`config.mk`:
```
export PLATFORM = sky130hd
export DESIGN_NAME = io_input_sync
export DESIGN_NICKNAME = d
export VERILOG_FILES = /design/src/rtl/io_pkg.sv /design/src/rtl/io_debounce.sv /design/src/rtl/io_input_sync.sv
export SDC_FILE = /design/constraint.sdc
export NUM_CORES = 1
export LEC_CHECK = 0
export CORE_MARGIN = 1
export CORE_UTILIZATION = 60
export DETAILED_ROUTE_END_ITERATION = 10
export DONT_BUFFER_PORTS = 1
export HOLD_SLACK_MARGIN = 0.12
export PLACE_DENSITY = 0.75
export REMOVE_ABC_BUFFERS = 1
export SYNTH_ARGS = -nofsm -noshare
export SYNTH_HDL_FRONTEND = slang
export SYNTH_SLANG_ARGS = --single-unit
export TNS_END_PERCENT = 50
```
`constraint.sdc`:
```
create_clock -name io_clk -period 3.1 [get_ports io_clk]
set_clock_uncertainty 0.1 [all_clocks]
set_input_delay 0.93 -clock io_clk [delete_from_list [all_inputs] [get_ports io_clk]]
set_output_delay 0.93 -clock io_clk [all_outputs]
set_load 0.03 [all_outputs]
```
`src/rtl/io_pkg.sv`:
```
// Shared I/O subsystem constants: word addresses (addr[7:2]) of the input and output
// port blocks, plus the read-select decode for the input block.
package io_pkg;

  localparam int unsigned IO_NPORTS = 3;

  localparam logic [5:0] IO_IN0_A  = 6'b110000;  // C0h
  localparam logic [5:0] IO_IN1_A  = 6'b110001;  // C4h
  localparam logic [5:0] IO_IN2_A  = 6'b110010;  // C8h
  localparam logic [5:0] IO_EDGE_A = 6'b110011;  // CCh

  localparam logic [5:0] IO_OUT0_A = 6'b100000;  // 80h
  localparam logic [5:0] IO_OUT1_A = 6'b100001;  // 84h
  localparam logic [5:0] IO_OUT2_A = 6'b101010;  // A8h

  typedef enum logic [2:0] {
    RD_NONE,
    RD_IN0,
    RD_IN1,
    RD_IN2,
    RD_EDGE
  } rd_sel_e;

  function automatic rd_sel_e decode_rd(input logic [5:0] word_addr);
    case (word_addr)
      IO_IN0_A:  return RD_IN0;
      IO_IN1_A:  return RD_IN1;
      IO_IN2_A:  return RD_IN2;
      IO_EDGE_A: return RD_EDGE;
      default:   return RD_NONE;
    endcase
  endfunction

endpackage

```
`src/rtl/io_debounce.sv`:
```
// Per-port debouncer: accepts a new synchronised bus value only after it has
// differed from the accepted value for DEB_CYCLES consecutive cycles.
module io_debounce #(
  parameter int unsigned WIDTH      = 32,
  parameter int unsigned DEB_CYCLES = 16
) (
  input  logic             clk,
  input  logic             reset,
  input  logic [WIDTH-1:0] sync,
  output logic [WIDTH-1:0] filt
);

  localparam int unsigned CW = $clog2(DEB_CYCLES + 1);
  localparam logic [CW-1:0] LAST = CW'(DEB_CYCLES - 1);

  logic [CW-1:0] cnt;

  // Any cycle where the input matches the accepted value restarts the count.
  always_ff @(posedge clk) begin
    if (reset) begin
      cnt  <= '0;
      filt <= '0;
    end else if (sync != filt) begin
      if (cnt == LAST) begin
        filt <= sync;
        cnt  <= '0;
      end else begin
        cnt <= cnt + CW'(1);
      end
    end else begin
      cnt <= '0;
    end
  end

endmodule

```
`src/rtl/io_input_sync.sv`:
```
// Memory-mapped input-port block: synchronises three input buses, captures rising edges
// of port 0 into clear-on-read flags, returns registered read data. Option: IO_DEBOUNCE_EN.
module io_input_sync
  import io_pkg::*;
#(
  parameter int unsigned WIDTH       = 32,
  parameter int unsigned SYNC_STAGES = 2,
  parameter int unsigned DEB_CYCLES  = 16
) (
  input  logic             io_clk,
  input  logic             reset,
  input  logic [31:0]      addr,
  input  logic             read_io_enable,
  input  logic [WIDTH-1:0] in_port0,
  input  logic [WIDTH-1:0] in_port1,
  input  logic [WIDTH-1:0] in_port2,
  output logic [WIDTH-1:0] dataout
);

  if (SYNC_STAGES < 2 || DEB_CYCLES < 1) begin : g_bad_cfg
    $error("io_input_sync: SYNC_STAGES must be >= 2 and DEB_CYCLES >= 1");
  end

  logic [WIDTH-1:0] in_bus [IO_NPORTS];
  logic [WIDTH-1:0] sync   [IO_NPORTS];
  logic [WIDTH-1:0] filt   [IO_NPORTS];

  assign in_bus[0] = in_port0;
  assign in_bus[1] = in_port1;
  assign in_bus[2] = in_port2;

  for (genvar p = 0; p < IO_NPORTS; p++) begin : g_port
    logic [WIDTH-1:0] chain [SYNC_STAGES];

    always_ff @(posedge io_clk) begin
      if (reset) begin
        for (int s = 0; s < SYNC_STAGES; s++) chain[s] <= '0;
      end else begin
        chain[0] <= in_bus[p];
        for (int s = 1; s < SYNC_STAGES; s++) chain[s] <= chain[s-1];
      end
    end

    assign sync[p] = chain[SYNC_STAGES-1];

`ifdef IO_DEBOUNCE_EN
    io_debounce #(
      .WIDTH      (WIDTH),
      .DEB_CYCLES (DEB_CYCLES)
    ) u_debounce (
      .clk   (io_clk),
      .reset (reset),
      .sync  (sync[p]),
      .filt  (filt[p])
    );
`else
    assign filt[p] = sync[p];
`endif
  end

  logic [WIDTH-1:0] prev0;
  logic [WIDTH-1:0] edge_flags;
  logic [WIDTH-1:0] rise_c;
  logic [WIDTH-1:0] rd_val_c;
  logic             rd_edge_c;
  logic             unused_addr;

  assign unused_addr = ^{addr[31:8], addr[1:0]};
  assign rise_c      = filt[0] & ~prev0;

  // Read mux; a strobed read of the flag word clears exactly the bits it returns.
  always_comb begin
    rd_val_c  = '0;
    rd_edge_c = 1'b0;
    case (decode_rd(addr[7:2]))
      RD_IN0:  rd_val_c = filt[0];
      RD_IN1:  rd_val_c = filt[1];
      RD_IN2:  rd_val_c = filt[2];
      RD_EDGE: begin
        rd_val_c  = edge_flags;
        rd_edge_c = read_io_enable;
      end
      default: rd_val_c = '0;
    endcase
  end

  // New edges are ORed in after the clear, so a same-cycle edge survives the read.
  always_ff @(posedge io_clk) begin
    if (reset) begin
      prev0      <= '0;
      edge_flags <= '0;
      dataout    <= '0;
    end else begin
      prev0      <= filt[0];
      edge_flags <= (rd_edge_c ? '0 : edge_flags) | rise_c;
      if (read_io_enable) dataout <= rd_val_c;
    end
  end

endmodule
```
Word level (Yosys, flattened, before mapping)
Memory sizes are Yosys's and may differ from the RTL's.
Cells that the tools add are included.
{ "classes": {"eq_ne": 8, "mux": 13, "bitwise": 9} }
{ "op_table": {"columns": ["cell", "count"], "rows": [
  ["2-to-1 mux 32 bit", 7],
  ["case mux 32 bit (4 select lines)", 1],
  ["bitwise AND 32 bit", 1],
  ["inverter 32 bit", 1],
  ["OR 32 bit", 1],
  ["== test 6 bit (second input constant)", 4],
  ["case mux 3 bit (4 select lines)", 1],
  ["== test 3 x 2 -> 1 bit (second input constant)", 2],
  ["OR 1 bit", 6],
  ["2-to-1 mux 1 bit", 4],
  ["== test 3 x 1 -> 1 bit (second input constant)", 1],
  ["== test 3 bit (second input constant)", 1]
]} }
{ "totals": {"register_bits": 96, "ram_bits": 192, "in_bits": 131, "word_cells": 36, "mem_count": 3} }
{ "mem_list": {"columns": ["name", "depth", "word_bits", "read_ports", "rd_ports_with_merged_regs", "write_ports", "line", "rtl"], "rows": [
  ["g_port[0].chain", 2, 32, 2, 0, 2, "io_input_sync.sv:33", "logic [WIDTH-1:0] chain [SYNC_STAGES];"],
  ["g_port[1].chain", 2, 32, 2, 0, 2, "io_input_sync.sv:33", null],
  ["g_port[2].chain", 2, 32, 2, 0, 2, "io_input_sync.sv:33", null]
]} }

Logic depth before layout (Yosys ltp)
Gate-level depths: netlist of the first run.
{ "logic_depth": {"ltp_word": 6, "depth_mapped": 6} }

Worst setup path after synthesis of the first run
No wires, ideal clock.
{ "synth_path": {"path_type": "input to register", "start": "in addr[3]", "end": "reg dataout[10]", "setup_ns": 0.117, "t_arrival_ns": 1.881, "required_ns": 2.883, "path_slack_ns": 1.003, "cell_stages": 4, "n_path_buf": 2, "path_cell_list": "buf_4 clkbuf_1 mux4_2 a22o_1"} }
{ "synth_via": {"elab_chain_cells": 4, "word_cells_on_any_way": 10} }
{ "synth_rtl": {"columns": ["element", "line", "rtl"], "rows": [
  ["start: declaration", "io_input_sync.sv:12", "input logic [31:0] addr,"],
  ["== test 6 bit", "io_pkg.sv:25", "case (word_addr)"],
  ["case mux 3 bit (4 select lines) *", "io_pkg.sv:25", null],
  ["== test 3 bit, or another cell as far along", "io_input_sync.sv:75", "case (decode_rd(addr[7:2]))"],
  ["case mux 32 bit (4 select lines) *", "io_input_sync.sv:75", null],
  ["end signal: assignment", "io_input_sync.sv:96", "if (read_io_enable) dataout <= rd_val_c;"],
  ["end: declaration", "io_input_sync.sv:17", "output logic [WIDTH-1:0] dataout"]
]} }
Every way passes the cells marked *; elsewhere a longest branch is shown, timed or not.
A chain may end at the register's enable or synchronous reset.

Worst setup path after layout of the first run
{ "layout_path": {"start": "reg dataout[31]", "end": "out dataout[31]"} }
No word-level cell between the ends.

==> metrics.txt, run 1 <==
status completed; global route overflow 0; ranking of synthesized cells by area dfxtp_1 64%, nor2b_1 13%, mux4_2 7.2%; Clock Sinks 288; Nets 840; final number of max-transition violations 0; pwr dens 765.4 nW/um^2; total power after layout 7660 uW; internal power 6209 uW; WP data required 2070 ps; share of layout cells above drive strength 1 11.51%; pre-CTS setup slack 663.0 ps; DRC viols 0; Ports 163; cts hold-fix bufs 0; R2R Path Start edge_flags[15]; Avg Vias per Cell 5.210; Starting DRT DRC Count 232; Worst VDD drop 0.0005462 V; CP startpoint kind flip-flop; Pleak 0.003828 uW; max cap viols 0; Die Ht 124.7 um; WP data arrival 1070 ps; RSZ-0062 raised after global routing no; GPL Wtd Cong 0.7277; final hold violation count 0; Syn Area/Cell 12.44 sq um; core area 14590 sq um; Layout area overhead 10.80%; setup slack after layout 1004 ps; Total Neg Setup Slack 0 ps; average wire per standard cell 16.01 um; R2R setup slack 1870 ps; DRT Wirelength 14640 um; Syn. warnings 0; Die ar. 15550 sq um; Max clock buf depth 3; Post-CTS Setup Inserts 0; H-tree depth 1; overall global routing resource usage 19.03%; share of the synthesized area in the top cell type 63.83%; dpl hpwl 8211 um; CTS tree done; Switching Fraction 18.95%; Yosys cell types 20; Hold/Removal Path Class reg -> reg; Seq cells post-synth 288; largest net degree at the start of global routing 291; crit path max fanout 2; row count 44; DIE WIDTH 124.7 um; total vias in the final route 4762; DRT Pass-1 Iters 4; Critical path origin dataout[31]; Net Switching 1452 uW; cell area after synthesis 9032 sq um; endpoints failing setup 0; logic gate share of total power 2.6%; first-pass GRT wire length 23680 um; PostCTS Resize Cnt 0; Initial Util 61.91%; vias in the first global route 4902; CTS buffer count 27; Final Util 68.60%; clk slew on worst S/H paths 60 ps; Clk network pwr share 46.4%; fin crit period 2096 ps; final worst path period share 67.61%; cell count after synthesis 726; Fmax 477.1 MHz; Clock Tree Root clkbuf_16; Synth area leader dfxtp_1; # diodes 0; Sequential Power Share 51.0%; Placed Cells incl. Taps 864; Finished Layout Cells 914; initial antenna violation count 0; Critical Path End Type primary output; Slew headroom 62.31%; Detail Route Antenna Nets 0; type of the worst setup path reg -> out; Worst-Margin Slew 564.0 ps; sequential share of the synthesized area 63.83%; I/O Buffers 0; Worst-Skew Late Latency 520 ps; Layout fillers 1008; HP Start prev0[1]
==> layout make-up <==
class                           count  area [sq um]  share of cell area (%)
Sequential cell                   288          5766                   57.61
Multi-Input combinational cell    357          2877                   28.74
Clock buffer                       33         748.2                   7.476
Clock inverter                     17         245.2                   2.450
Tap cell                          184         230.2                   2.300
Inverter                           32         120.1                   1.200
Timing Repair Buffer                3         22.52                  0.2250
==> state kept, by name, summed over array words and instances (netlist names) <==
| signal | count |
|---|---|
| g_port.chain | 192 |
| dataout | 32 |
| edge_flags | 32 |
| prev0 | 32 |
==> cells in the mapped netlist (all sizes together) <==
cell type,number
dfxtp,288
nor2b,192
nor2,34
a22o,32
inv,32
mux4,32
nand2b,32
o32ai,32
clkbuf,27
buf,22
nand3b,1
nand4b,1
nor4b,1
==> cell families (layout without fill, tap and decap cells) <==
| family | Yosys count | in the layout | synth area share [%] |
|---|---|---|---|
| AND/OR/NAND/NOR | 261 | 261 | 17.40 |
| AO/OA/AOI/OAI | 64 | 64 | 6.206 |
| flip-flops | 288 | 288 | 63.83 |
| multiplexers | 32 | 32 | 8.104 |
| buffers and inverters | 81 | 85 | 4.460 |
==> path summary, 6_finish.rpt <==
check | cells after the start | endpoint
worst max-delay path | 0 | dataout[31]
worst min-delay path | 1 | edge_flags[1]
worst max register to register | 2 | dataout[15]
worst min register to register | 1 | edge_flags[1]
==> routing by layer <==
layer / GRT usage, % / wire (um) / vias to the layer above
li1: - / - / 2358
met1: 21.84 / 6087 / 2258
met2: 34.51 / 7478 / 116
met3: 4.682 / 745 / 30
met4: 6.095 / 324 / 0
met5: 0 / 0 / -
==> through the flow <==
step | instance area, sq um | hold WS (ps)
3_3_place_gp | 9015 | 313.2
3_5_place_dp | 9015 | 319.1
5_1_grt | 10010 | 344.5
6_report | 10010 | 328.4
4_1_cts | 10010 | 329.7
2_1_floorplan | 8750 | 309.5
==> layout by cell type (no fill, tap or decap), drive strengths merged, types with 6 or more instances in the layout <==
| master | n |
|---|---|
| inv | 34 |
| bufinv | 6 |
| dfxtp | 288 |
| nor2b | 192 |
| clkbuf | 33 |
| nand2b | 32 |
| o32ai | 32 |
| clkinv | 8 |
| mux4 | 32 |
| nor2 | 34 |
| a22o | 32 |
==> power groups by stage <==
| stage | logic [uW] | clock network [uW] | registers [uW] |
|---|---|---|---|
| finish | 202 | 3560 | 3900 |
| global route | 223 | 3800 | 3920 |
| CTS | 206 | 3630 | 3900 |
| detailed placement | 204 | 0 | 3980 |
| global placement | 193 | 0 | 3980 |
| floorplan | 176 | 0 | 3970 |
(Power assumes the default switching activity.)
==> run 2: changes to the inputs <==
Clock period 3.1 ns to 2.1 ns, I/O delays scaled along.
==> run 2 against run 1 <==
Die area unchanged; utilization up 7.9 points; power is 44% higher; sequential power increased by 48%; sequential share of layout area down 6.0 points; count of clock-buffer cells in the layout grew 5.
==> metrics.txt, run 2 (same netlist as run 1, synthesis figures left out) <==
Met3 Wirelength 942 um (+26%); clk slew on worst S/H paths 60 ps (about the same); highest routed layer met4; Avg Vias per Cell 5.250 (+0.77%); fin crit period 1805 ps; Worst-Margin Slew 401.1 ps (-162.9 ps); Max clock buf depth 3 (unchanged); internal power 8830 uW (+42%); DRC viols 0 (unchanged); Die ar. 15550 sq um (unchanged); Starting DRT DRC Count 208 (-10%); core area 14590 sq um (unchanged); type of the worst setup path reg -> out; DRT Wirelength 17910 um (+22%); Slew headroom 73.22% (+11 points); Clock Sinks 288 (unchanged); crit path max fanout 2 (unchanged); CP startpoint kind flip-flop; status completed; Hold/Removal Path Class in -> reg; Initial Util 61.91% (unchanged); GPL Wtd Cong 0.7158 (-1.6%); Fmax 554.1 MHz; Critical Path End Type primary output; # diodes 0 (unchanged); total vias in the final route 5418 (+14%); Clk network pwr share 43.0% (-3.4 points); Pleak 0.004510 uW (+18%); commonest non-fill, non-tap cells in the layout 288 x dfxtp_1, 192 x nor2b_1, 119 x dlygate4sd3_1; HP Start in_port0[9]; Nets 961 (+14%); Worst VDD drop 0.0008600 V (+57%); RSZ-0062 raised after global routing no; first-pass GRT wire length 28490 um (+20%); CTS tree done; vias in the first global route 5718 (+17%); pwr dens 984.9 nW/um^2 (+29%); Net Switching 2167 uW (+49%); commonest non-fill, non-tap cell in the layout dfxtp_1; DRT Pass-1 Iters 4 (unchanged); Sequential Power Share 52.4% (+1.4 points); largest net degree at the start of global routing 187 (-36%); endpoints failing setup 0 (unchanged); max FFs per register 192 (unchanged); average wire per standard cell 17.36 um (+8.4%); Ports 163 (unchanged); total power after layout 11000 uW (+44%); final worst path period share 85.93%; Met2 Wirelength 9537 um (+28%); row count 44 (unchanged); max cap viols 0 (unchanged); H-tree depth 1 (unchanged); Final Util 76.54% (+7.9 points); Detail Route Antenna Nets 0 (unchanged); PostCTS Resize Cnt 0 (unchanged); logic gate share of total power 4.5% (+1.9 points); dpl hpwl 8218 um (about the same); I/O Buffers 0 (unchanged); final hold violation count 0 (unchanged); share of layout cells above drive strength 1 9.316% (-2.2 points); Die Ht 124.7 um (unchanged); Worst-Skew Late Latency 510 ps (about the same); DIE WIDTH 124.7 um (unchanged); Critical path origin dataout[4]; initial antenna violation count 0 (unchanged); overall global routing resource usage 23.21% (+4.2 points); largest reg by FF count g_port.chain; Layout area overhead 23.62%; WP data arrival 1070 ps (about the same); R2R Path Start g_port[0].chain[0][18]; final number of max-transition violations 0 (unchanged); Switching Fraction 19.70% (+0.75 points); CTS buffer count 27 (unchanged); Clock Tree Root clkbuf_16; met1 wire length 6930 um (+14%); global route overflow 0 (unchanged); WP data required 1370 ps (-700 ps)
[run 2: cell types whose count changed in the layout (fill, tap and decap cells not counted), sizes merged]
cell	before	now
inv	34	32
dlygate4sd3	0	119
clkinv	8	6
clkbuf	33	38
buf	3	5
bufinv	6	2
[run 2: final cells by class]
cell class / instances / area, sq um
clock buffer: 38 / 777.0
clock inverter: 9 / 97.59
fill: 827 / 3423
inverter: 32 / 120.1
multi-input combinational: 357 / 2877
sequential: 288 / 5766
tap: 184 / 230.2
timing repair buffer: 124 / 1299
[run 2: stage by stage]
step,setup slack [ps],cell area [sq um],setup TNS (ps),cells,hold WS (ps)
finish,295.4,11170,0,1032,144.7
CTS,273.5,11150,0,1030,124.8
floorplan,-55.21,8750,-663.6,677,309.5
detailed placement,311.8,9052,0,864,317.0
global placement,339.5,9052,0,864,313.8
global route,252.8,11170,0,1032,124.6
[run 2: power groups by stage]
| stage | combinational (uW) | clock [uW] | sequential [uW] |
|---|---|---|---|
| CTS | 485 | 4790 | 5760 |
| global route | 543 | 5040 | 5780 |
| floorplan | 260 | 0 | 5860 |
| detailed placement | 304 | 0 | 5880 |
| finish | 500 | 4730 | 5770 |
| global placement | 289 | 0 | 5870 |
[run 2: layer usage]
layer,track usage (%),up-vias
met5,0,-
met3,6.271,45
met4,7.016,0
met1,24.52,2632
li1,-,2601
met2,44.26,140
[run 2: repair_timing]
| item | 4_1_cts | 5_1_grt |
|---|---|---|
| hold endpoints to repair | 188 | 1 |
| buffers inserted | 0 | 0 |
| endpoints found under the setup margin | 0 | 0 |
| hold buffers | 119 | 2 |
[run 2: worst paths after layout]
check | end | cells after the start | slack (ps)
worst min-delay path | g_port[0].chain[0][9] | 1 | 140
worst max-delay path | dataout[4] | 0 | 300
worst max register to register | g_port[0].chain[0][50] | 2 | 840
worst min register to register | edge_flags[16] | 1 | 320
==> run 3: changes to the inputs <==
Clock period 2.1 ns to 2.3 ns, I/O delays scaled along.
==> run 3 against run 2 <==
Register-to-register slack better by 230 ps; sequential share of layout area increased by 5.9 points; flip-flop and latch count unchanged; critical endpoint unchanged; power decreased by 6.7%; sequential power decreased by 8.8%; global-route usage down 4.4 points; critical path depth unchanged; combinational power decreased by 46%; wire length shrank 20%.
==> metrics.txt, run 3 (same netlist as run 1, synthesis figures left out) <==
status completed; Post-CTS Setup Inserts 0 (unchanged); endpoints failing setup 0 (unchanged); Clock Tree Root clkbuf_16; DRT Pass-1 Iters 4 (unchanged); vias in the first global route 4768 (-17%); share of layout cells above drive strength 1 10.99% (+1.7 points); fin crit period 1862 ps; FF-to-FF path depth 2 (unchanged); core area 14590 sq um (unchanged); Clk network pwr share 46.1% (+3.1 points); CTS tree done; overall global routing resource usage 18.80% (-4.4 points); DRC viols 0 (unchanged); total vias in the final route 4727 (-13%); Fmax 537.0 MHz; final hold violation count 0 (unchanged); Sequential Power Share 51.2% (-1.2 points); row count 44 (unchanged); clk slew on worst S/H paths 60 ps (about the same); max FFs per register 192 (unchanged); Layout area overhead 11.01%; CP startpoint kind flip-flop; CTS buffer count 27 (unchanged); Avg Vias per Cell 5.183 (-1.3%); commonest non-fill, non-tap cell in the layout dfxtp_1; DRT Wirelength 14270 um (-20%); logic gate share of total power 2.6% (-1.9 points); RSZ-0062 raised after global routing no; Layout fillers 1004 (+21%); # diodes 0 (unchanged); commonest non-fill, non-tap cells in the layout 288 x dfxtp_1, 192 x nor2b_1; cell count along the critical path 0 (unchanged); Worst-Skew Late Latency 510 ps (about the same); initial antenna violation count 0 (unchanged); max cap viols 0 (unchanged); largest reg by FF count g_port.chain; WP data arrival 1070 ps (about the same); Nets 840 (-13%); DIE WIDTH 124.7 um (unchanged); Switching Fraction 18.38% (-1.3 points); dpl hpwl 7984 um (-2.8%); H-tree depth 1 (unchanged); Ports 163 (unchanged); Slew headroom 69.27% (-4.0 points); type of the worst setup path reg -> out; Worst Hold Depth 1 (unchanged); GPL Wtd Cong 0.7154 (about the same); largest net degree at the start of global routing 291 (+56%); WP data required 1510 ps (+140 ps); Hold/Removal Path Class in -> reg; Clock Sinks 288 (unchanged); PostCTS Resize Cnt 0 (unchanged); Total Neg Setup Slack 0 ps (unchanged); Die ar. 15550 sq um (unchanged); final worst path period share 80.96%; pwr dens 1024 nW/um^2 (+3.9%); cts hold-fix bufs 0 (-100%); average wire per standard cell 15.65 um (-9.8%); Die Ht 124.7 um (unchanged); Pleak 0.003823 uW (-15%); Worst VDD drop 0.0007175 V (-17%); Initial Util 61.91% (unchanged); internal power 8378 uW (-5.1%); Max clock buf depth 3 (unchanged); Detail Route Antenna Nets 0 (unchanged); global route overflow 0 (unchanged); I/O Buffers 0 (unchanged); Net Switching 1887 uW (-13%); Starting DRT DRC Count 260 (+25%); total power after layout 10260 uW (-6.7%); first-pass GRT wire length 23600 um (-17%); final number of max-transition violations 0 (unchanged); Critical Path End Type primary output; Worst-Margin Slew 460.9 ps (+59.82 ps); crit path max fanout 2 (unchanged)
==> run 3: cell count changes in the layout (fill, tap and decap cells not counted), sizes merged <==
cell,previous run,this run
buf,5,3
bufinv,2,5
clkbuf,38,39
clkinv,6,2
dlygate4sd3,119,0
inv,32,33
==> run 3: worst paths after layout <==
check	slack, ps	to	startpoint
min reg2reg	330	edge_flags[5]	prev0[5]
max	440	dataout[4]	dataout[4]
min	150	g_port[2].chain[0][1]	reset
max reg2reg	1070	dataout[15]	g_port[0].chain[0][47]
==> run 3: cell type report <==
class | count | area [sq um] | area share (%)
clock buffers | 39 | 810.8 | 8.086
inverters | 32 | 120.1 | 1.198
clock inverters | 9 | 176.4 | 1.759
well taps | 184 | 230.2 | 2.296
multi-input cells | 357 | 2877 | 28.69
flip-flops and latches | 288 | 5766 | 57.50
repair buffers | 3 | 47.55 | 0.4742
==> run 3: power groups by stage <==
stage	combinational (uW)	sequential (uW)	clock (uW)
finish	270	5260	4730
CTS	276	5260	4840
floorplan	238	5350	0
detailed placement	275	5370	0
global placement	261	5360	0
global route	301	5280	5070
==> run 3: layer usage <==
| metal | up-vias | GRT usage, % | routed length (um) |
|---|---|---|---|
| li1 | 2362 | - | - |
| met1 | 2213 | 22.10 | 5949 |
| met2 | 127 | 33.80 | 7255 |
| met3 | 25 | 4.467 | 790 |
| met4 | 0 | 5.599 | 278 |
| met5 | - | 0 | 0 |
==> run 3: stage by stage <==
stage | utilization (%) | area [sq um] | cells | setup slack [ps] | hold WS, ps
2_1_floorplan | - | 8750 | 677 | 84.79 | 309.5
3_3_place_gp | 61.96 | 9040 | 864 | 482.5 | 313.6
3_5_place_dp | 61.96 | 9040 | 864 | 456.8 | 317.2
4_1_cts | 68.73 | 10030 | 912 | 417.7 | 135.1
5_1_grt | 68.73 | 10030 | 912 | 406.9 | 124.5
6_report | 68.73 | 10030 | 912 | 438.0 | 149.5
